$ cat src/rtl/sound_arbiter.sv
// sound_arbiter: grants one of three note requesters (live hit > record
// playback > song autoplay) access to a single sound engine, sequencing
// START -> PLAY -> GAP with preemption, watchdog timeout and enable abort.
// Ports: clk/rst (sync, active-high), en, req[2:0] with packed per-requester
// note fields, snd_over from the engine; registered ack/done/aborted pulses,
// snd_start/snd_abort pulses, latched snd_* note, busy and sticky timeout.
module sound_arbiter #(
  parameter int OCT_W      = 3,
  parameter int NOTE_W     = 3,
  parameter int LEN_W      = 3,
  parameter int GAP_CYCLES = 2,
  parameter int TIMEOUT    = 1 << 24
) (
  input  logic                clk,
  input  logic                rst,
  input  logic                en,
  input  logic [2:0]          req,
  input  logic [3*OCT_W-1:0]  req_oct,
  input  logic [3*NOTE_W-1:0] req_note,
  input  logic [3*LEN_W-1:0]  req_len,
  input  logic                snd_over,
  output logic [2:0]          ack,
  output logic [2:0]          done,
  output logic [2:0]          aborted,
  output logic                snd_start,
  output logic                snd_abort,
  output logic [OCT_W-1:0]    snd_oct,
  output logic [NOTE_W-1:0]   snd_note,
  output logic [LEN_W-1:0]    snd_len,
  output logic                busy,
  output logic                timeout
);

  typedef enum logic [1:0] {IDLE, START, PLAY, GAP} state_t;

  // Play counter must be able to hold TIMEOUT itself without wrapping.
  localparam int CNT_W    = $clog2(TIMEOUT + 1);
  localparam int GAP_W    = (GAP_CYCLES > 0) ? $clog2(GAP_CYCLES + 1) : 1;
  localparam int GAP_LAST = (GAP_CYCLES > 0) ? GAP_CYCLES - 1 : 0;
  // With no gap configured the FSM skips GAP and lands straight in IDLE.
  localparam state_t AFTER_PLAY = (GAP_CYCLES == 0) ? IDLE : GAP;

  state_t              state_q, state_d;
  logic [1:0]          owner_q, owner_d;
  logic [CNT_W-1:0]    play_cnt_q, play_cnt_d, play_inc;
  logic [GAP_W-1:0]    gap_cnt_q, gap_cnt_d;
  logic [2:0]          ack_q, ack_d, done_q, done_d, aborted_q, aborted_d;
  logic                start_q, start_d, sabort_q, sabort_d;
  logic [OCT_W-1:0]    oct_q, oct_d;
  logic [NOTE_W-1:0]   note_q, note_d;
  logic [LEN_W-1:0]    len_q, len_d;
  logic                busy_q, busy_d, timeout_q, timeout_d;
  logic [2:0]          owner_oh;

  always_comb begin
    state_d    = state_q;
    owner_d    = owner_q;
    play_cnt_d = play_cnt_q;
    gap_cnt_d  = gap_cnt_q;
    ack_d      = '0;
    done_d     = '0;
    aborted_d  = '0;
    start_d    = 1'b0;
    sabort_d   = 1'b0;
    oct_d      = oct_q;
    note_d     = note_q;
    len_d      = len_q;
    timeout_d  = timeout_q;
    owner_oh   = 3'b001 << owner_q;
    play_inc   = play_cnt_q + 1'b1;

    case (state_q)
      IDLE: begin
        gap_cnt_d = '0;
        if (en && (req != 3'b000)) begin
          // Walk downwards so the lowest asserted index is the one kept.
          for (int i = 2; i >= 0; i--) begin
            if (req[i]) begin
              owner_d  = 2'(i);
              ack_d    = '0;
              ack_d[i] = 1'b1;
              oct_d    = req_oct[i*OCT_W +: OCT_W];
              note_d   = req_note[i*NOTE_W +: NOTE_W];
              len_d    = req_len[i*LEN_W +: LEN_W];
            end
          end
          state_d = START;
        end
      end
      START: begin
        if (!en) begin
          sabort_d  = 1'b1;
          aborted_d = owner_oh;
          state_d   = IDLE;
        end else begin
          start_d    = 1'b1;
          play_cnt_d = '0;
          state_d    = PLAY;
        end
      end
      PLAY: begin
        gap_cnt_d = '0;
        if (!en) begin
          sabort_d  = 1'b1;
          aborted_d = owner_oh;
          state_d   = IDLE;
        end else if ((play_cnt_q != '0) && snd_over) begin
          // First PLAY cycle skipped: snd_over may still be high from the
          // previous note. Completion outranks a simultaneous preemption.
          done_d  = owner_oh;
          state_d = AFTER_PLAY;
        end else if ((owner_q != 2'd0) && req[0]) begin
          sabort_d  = 1'b1;
          aborted_d = owner_oh;
          state_d   = AFTER_PLAY;
        end else if (play_inc == CNT_W'(TIMEOUT)) begin
          sabort_d  = 1'b1;
          aborted_d = owner_oh;
          timeout_d = 1'b1;
          state_d   = AFTER_PLAY;
        end else begin
          play_cnt_d = play_inc;
        end
      end
      GAP: begin
        if (!en || (gap_cnt_q >= GAP_W'(GAP_LAST))) begin
          gap_cnt_d = '0;
          state_d   = IDLE;
        end else if (gap_cnt_q != GAP_W'(GAP_CYCLES)) begin
          gap_cnt_d = gap_cnt_q + 1'b1;
        end
      end
      default: state_d = IDLE;
    endcase

    busy_d = (state_d != IDLE);
  end

  always_ff @(posedge clk) begin
    if (rst) begin
      state_q    <= IDLE;
      owner_q    <= '0;
      play_cnt_q <= '0;
      gap_cnt_q  <= '0;
      ack_q      <= '0;
      done_q     <= '0;
      aborted_q  <= '0;
      start_q    <= 1'b0;
      sabort_q   <= 1'b0;
      oct_q      <= '0;
      note_q     <= '0;
      len_q      <= '0;
      busy_q     <= 1'b0;
      timeout_q  <= 1'b0;
    end else begin
      state_q    <= state_d;
      owner_q    <= owner_d;
      play_cnt_q <= play_cnt_d;
      gap_cnt_q  <= gap_cnt_d;
      ack_q      <= ack_d;
      done_q     <= done_d;
      aborted_q  <= aborted_d;
      start_q    <= start_d;
      sabort_q   <= sabort_d;
      oct_q      <= oct_d;
      note_q     <= note_d;
      len_q      <= len_d;
      busy_q     <= busy_d;
      timeout_q  <= timeout_d;
    end
  end

  assign ack       = ack_q;
  assign done      = done_q;
  assign aborted   = aborted_q;
  assign snd_start = start_q;
  assign snd_abort = sabort_q;
  assign snd_oct   = oct_q;
  assign snd_note  = note_q;
  assign snd_len   = len_q;
  assign busy      = busy_q;
  assign timeout   = timeout_q;

endmodule

$ cat config.mk
export PLATFORM = sky130hd
export DESIGN_NAME = sound_arbiter
export DESIGN_NICKNAME = d
export VERILOG_FILES = /design/src/rtl/sound_arbiter.sv
export SDC_FILE = /design/constraint.sdc
export NUM_CORES = 1
export LEC_CHECK = 0
export ABC_CLOCK_PERIOD_IN_PS = 4300
export BUFFER_PORTS_ARGS = -buffer_cell sky130_fd_sc_hd__buf_2
export CORE_UTILIZATION = 55
export CTS_BUF_LIST = sky130_fd_sc_hd__clkbuf_8
export DETAILED_ROUTE_END_ITERATION = 12
export MAX_ROUTING_LAYER = met4
export PLACE_DENSITY = 0.79
export SYNTH_ARGS = -nofsm -noshare
export SYNTH_HDL_FRONTEND = slang
export SYNTH_SLANG_ARGS = --single-unit
$ cat constraint.sdc
create_clock -name clk -period 4.3 [get_ports clk]
set_clock_uncertainty 0.15 [all_clocks]
set_input_delay 0.86 -clock clk [delete_from_list [all_inputs] [get_ports clk]]
set_output_delay 0.86 -clock clk [all_outputs]
set_load 0.005 [all_outputs]
## Word-level counts from Yosys, hierarchy flattened

Index checks and enable logic that the tools add are counted.

| storage, ports and cells | value |
|---|---|
| register bits after elaboration | 53 |
| latch bits | 0 |
| RAM bits | 0 |
| ROM bits | 0 |
| bits of input ports | 34 |
| logic and storage cells | 105 |
| memories kept | 0 |

| cells by class | value |
|---|---|
| add/subtract/negate cells | 2 |
| multipliers | 0 |
| div/mod/pow operators | 0 |
| order comparisons | 1 |
| eq/ne operators | 11 |
| shift-type cells | 1 |
| muxes and demuxes | 45 |
| bitwise gates (word level) | 7 |
| reductions and logical operators | 22 |

Operators with widths:

| cell | number |
|---|---|
| 2-to-1 mux 25 bit | 5 |
| case mux 25 bit (2 select lines) | 1 |
| 2-to-1 mux 3 bit | 15 |
| 2-to-1 mux 2 bit | 13 |
| adder 25 x 1 -> 25 bit, second input constant | 1 |
| == test 25 bit, second input constant | 1 |
| nonzero test 25 bit | 1 |
| inequality test 2 bit, second input constant | 6 |
| case mux 2 bit (4 select lines) | 1 |
| nonzero test 2 bit | 4 |
| OR reduction 4 bit | 2 |
| 2-to-1 mux 1 bit | 7 |
| NOT 1 bit | 7 |
| case mux 3 bit (2 select lines) | 1 |
| AND reduction 6 bit | 1 |
| AND reduction 5 bit | 1 |
| OR reduction 5 bit | 1 |
| == test 2 bit, second input constant | 2 |
| case mux 2 bit (2 select lines) | 1 |
| OR reduction 2 bit | 2 |
| logical AND 1 bit | 3 |
| inequality test 3 bit, second input constant | 1 |
| AND reduction 3 bit | 1 |
| nonzero test 3 bit | 1 |
| 10 further kinds | 10 |

## Depth between registers and ports, before layout

| depth | value |
|---|---|
| word-level depth | 8 |
| depth in mapped cells | 13 |
| mapped depth without buffers | 10 |

## Worst setup path before layout

Ideal clock, no wire load.

| timing path | value |
|---|---|
| path kind | register to register |
| start | register play_cnt_q[0] |
| end | register play_cnt_q[7] |
| data arrival time | 3.036 ns |
| slack | 1.013 ns |
| stages on the path, launching flop included | 14 |
| cells stage by stage | dfxtp_1 ha_1 buf_2 nand3_2 or4_1 buf_2 nor3_1 xnor2_1 nand3_1 or3_4 a21oi_4 buf_6 o21ai_2 o41ai_1 |

| on the way | value |
|---|---|
| word-level cells in the longest chain between the ends | 6 |
| elaborated cells between the ends (all ways) | 12 |

Ends and longest elaborated chain:

| item | RTL line | text |
|---|---|---|
| start: declaration | 45 | `logic [CNT_W-1:0] play_cnt_q, play_cnt_d, play_inc;` |
| start signal: assignment | 158 | `play_cnt_q <= play_cnt_d;` |
| parallel branches: the longest is 6 deep, another holds adder 25 x 1 -> 25 bit | - |  |

Several ways; the timed one is not identified. The select of a mux whose other input is x is not followed.
A chain may end at the register's enable or synchronous reset.

## Final worst setup path

Same ends and word-level chain as after synthesis.

==> results_dict.tcl <==
set metrics [dict create \
    use_met3_pct 3.76 \
    required_ps 4360 \
    worstMarginPinSlew_ps 556 \
    synth-edff-count 0 \
    synthArstFlopShare_pct 0 \
    multi_input_comb_area_um2 1940 \
    drc 0 \
    synth_area_per_cell_um2 7.93 \
    cts-root-buf "clkbuf_8" \
    fill_cells 494 \
    register_area_um2 1060 \
    use_met1_pct 34.3 \
    rsz0062_at_grt "false" \
    synthAdderAreaFrac_pct 3.55 \
    cts_htree_levels 2 \
    core_um2 5540 \
    layout_common_cells "62 x nor2_1, 55 x buf_2, 53 x dfxtp_1" \
    post-cts-setup-buffers 0 \
    crit_type "register to register" \
    grt_busiest_layer "met2" \
    synth_top_family_by_area "simple AND/OR/NAND/NOR gates" \
    finalWirelength_um 7720 \
    syn_area_um2 3170 \
    layout_commonest_cell "nor2_1" \
    start_util_pct 57.2 \
    diodes 0 \
    cts.path.max_buffers 2 \
    row_count 27 \
    path_buf_inv 0 \
    cpPeakStageDelay_ps 700 \
    synth_compound_area_share_pct 21.6 \
    syn_to_final_growth_pct 11.3 \
    fmaxAchievable_mhz 252 \
    grt_pass1_wl_um 12800 \
    dieArea_um2 6070 \
    critical-path-top-delay-family "simple AND/OR/NAND/NOR gates" \
    synth-seq-cells 53 \
    pwr_density_cell_nw_per_um2 265 \
    die_y_um 77.9 \
    finalMaxSlewViolations 0 \
    dr.pass1.iters 4 \
    dr.first_iter.drc_count 271 \
    drive_above_1_share_pct 21.1 \
    synth_nets 443 \
    grt_pass1_vias 2805 \
    whs_ps 338 \
    place.gp.congestion 0.984 \
    avgViaCountPerCell 6.05 \
    grt_use_total_pct 26.5 \
    synth_flop_cell "dfxtp_1" \
    hp-class "register to register" \
    fin_nets 482 \
    finalSetupViolCount 0 \
    wl_per_cell_um 15.1 \
    globalRouteMet2Util_pct 42.4 \
    synth.yosys.warnings 0 \
    synth_simple_gate_area_share_pct 29.4 \
    hpwl_um 5630 \
    finalSetupTns_ps 0 \
    drtAntennaViolNets 0 \
    syn-instance-count 400 \
    period_needed_ps 3970 \
    dp_slack_ps 433 \
    worstPathArrival_ps 4030 \
    grt_max_degree 26 \
    fin_crit_sh_pct 92.3 \
    clk_pin_slew_ps 110 \
    leakage_nw 1.47 \
    dr_total_vias 3098 \
    synth_xor_area_share_pct 2.21 \
    gr-total-overflow 0 \
    startpoint_type "register" \
    ir_worst_vdd_mv 0.171 \
    io_buffer_count 55 \
    insertion_delay_ps 310 \
    seq_area_frac_synth_pct 33.5 \
    endpoint_kind "register" \
    post_cts_resized 0 \
    cts_buffers 5 \
    worstPathMaxFanout 15 \
    crit_chain "ha_1 > nand3_2 > or4_1 > nor3_1 > a21oi_1 > a2bb2o_2 > nor3_4 > nor2_4 > nand2_1 > o41ai_1" \
    layout_setup_ws_ps 331 \
    slew_headroom_pct 62.8 \
    die_w_um 77.9 \
    holdBufCountCts 0 \
    ys_types 65 \
    slowest_stage "or4_1" \
    synth.mux.area_fraction_pct 4.14 \
    clock_sinks 53 \
    drv_cap 0 \
    antenna_found_initial 0 \
    status "complete, no violations" \
    cts_tree "built" \
    io_pins 56 \
    hold_viol_final 0 \
]
-- Yosys cell counts, types with 2 or more instances --
cell / count / area share, %
a31oi_1: 4 / 0.79
nor4b_1: 4 / 1.1
xor2_1: 4 / 1.1
and3_1: 9 / 1.8
nand3_1: 15 / 2.4
nor2_1: 62 / 7.3
a21oi_2: 2 / 0.55
o21ai_2: 8 / 2.2
or3_1: 2 / 0.39
and4_1: 3 / 0.83
nor3b_1: 3 / 0.71
o211a_1: 2 / 0.63
clkbuf_1: 10 / 1.2
nand2_1: 27 / 3.2
a21oi_1: 26 / 4.1
and3b_1: 2 / 0.55
dfxtp_1: 53 / 33
a21o_1: 3 / 0.71
a311oi_1: 3 / 0.83
o41ai_1: 3 / 0.83
o21ai_0: 18 / 2.8
nand4_1: 11 / 2.2
and2_1: 5 / 0.99
mux2i_1: 12 / 3.8
o22a_1: 2 / 0.55
buf_6: 2 / 0.71
nor4_1: 8 / 1.6
o211ai_1: 3 / 0.71
o31ai_1: 7 / 1.7
o221ai_1: 2 / 0.55
nor3_1: 16 / 2.5
buf_2: 10 / 1.6
buf_1: 2 / 0.24
inv_1: 13 / 1.5
ha_1: 9 / 3.6
or2_2: 3 / 0.59
xnor2_1: 4 / 1.1
-- where the power goes --
part	internal, mW	switching, mW	total [mW]
Combinational	0.0501	0.0750	0.125
Sequential	0.504	0.00752	0.512
Clock	0.119	0.180	0.299
-- metrics by stage --
| step | cell area [um^2] | utilization, % | instances | power, mW |
|---|---|---|---|---|
| 5_1_grt | 3530 | 63.7 | 512 | 0.975 |
| 2_1_floorplan | 3170 | - | 400 | 0.604 |
| 3_5_place_dp | 3440 | 62.0 | 504 | 0.647 |
| 6_report | 3530 | 63.7 | 512 | 0.936 |
| 3_3_place_gp | 3440 | 62.0 | 504 | 0.644 |
| 4_1_cts | 3530 | 63.7 | 512 | 0.941 |
-- logic make-up after synthesis --
logic type | after synthesis
multiplexers | 13
flip-flops | 53
AO/OA/AOI/OAI | 98
AND/OR/NAND/NOR | 180
adder cells (fa/ha/maj) | 9
buffers and inverters | 39
XOR/XNOR | 8
-- cell type report --
type,count,share of cell area (%)
multi-input combinational,308,54.9
sequential,53,30.0
timing repair buffer,58,8.43
tap,72,2.55
clock buffer,5,1.95
inverter,13,1.38
clock inverter,3,0.709
-- worst reg2reg max path: cells and delay by family (launching register included) --
| family | cells | cell delay [ps] |
|---|---|---|
| and+or+nand+nor | 6 | 2080 |
| AOI/OAI and AO/OA | 3 | 780 |
| DFF | 1 | 480 |
| adders and majority gates | 1 | 380 |
-- flip-flops by register name, summed over array words and instances, names as in the netlist, 2 cells and up --
signal and count:
owner_q 2, snd_oct 3, snd_len 3, done 3
gap_cnt_q 2, play_cnt_q 25, snd_note 3, ack 3
state_q 2, aborted 3
-- final timing paths --
kind	from	end	cells past startpoint	slack (ps)
worst max-delay path	play_cnt_q[0]$_SDFFE_PP0P_	play_cnt_q[7]$_SDFFE_PP0P_	10	330
worst min-delay path	snd_len[2]$_SDFFE_PP0P_	snd_len[2]$_SDFFE_PP0P_	2	340
worst max register to register	play_cnt_q[0]$_SDFFE_PP0P_	play_cnt_q[7]$_SDFFE_PP0P_	10	330
worst min register to register	snd_len[2]$_SDFFE_PP0P_	snd_len[2]$_SDFFE_PP0P_	2	340
-- routing by layer --
| layer | share of wire, % | vias up |
|---|---|---|
| met5 | 0 | - |
| met4 | 1.8 | 0 |
| met3 | 6.3 | 15 |
| met2 | 46 | 123 |
| met1 | 46 | 1427 |
| li1 | - | 1533 |
Power figures use the tool's default switching activity.
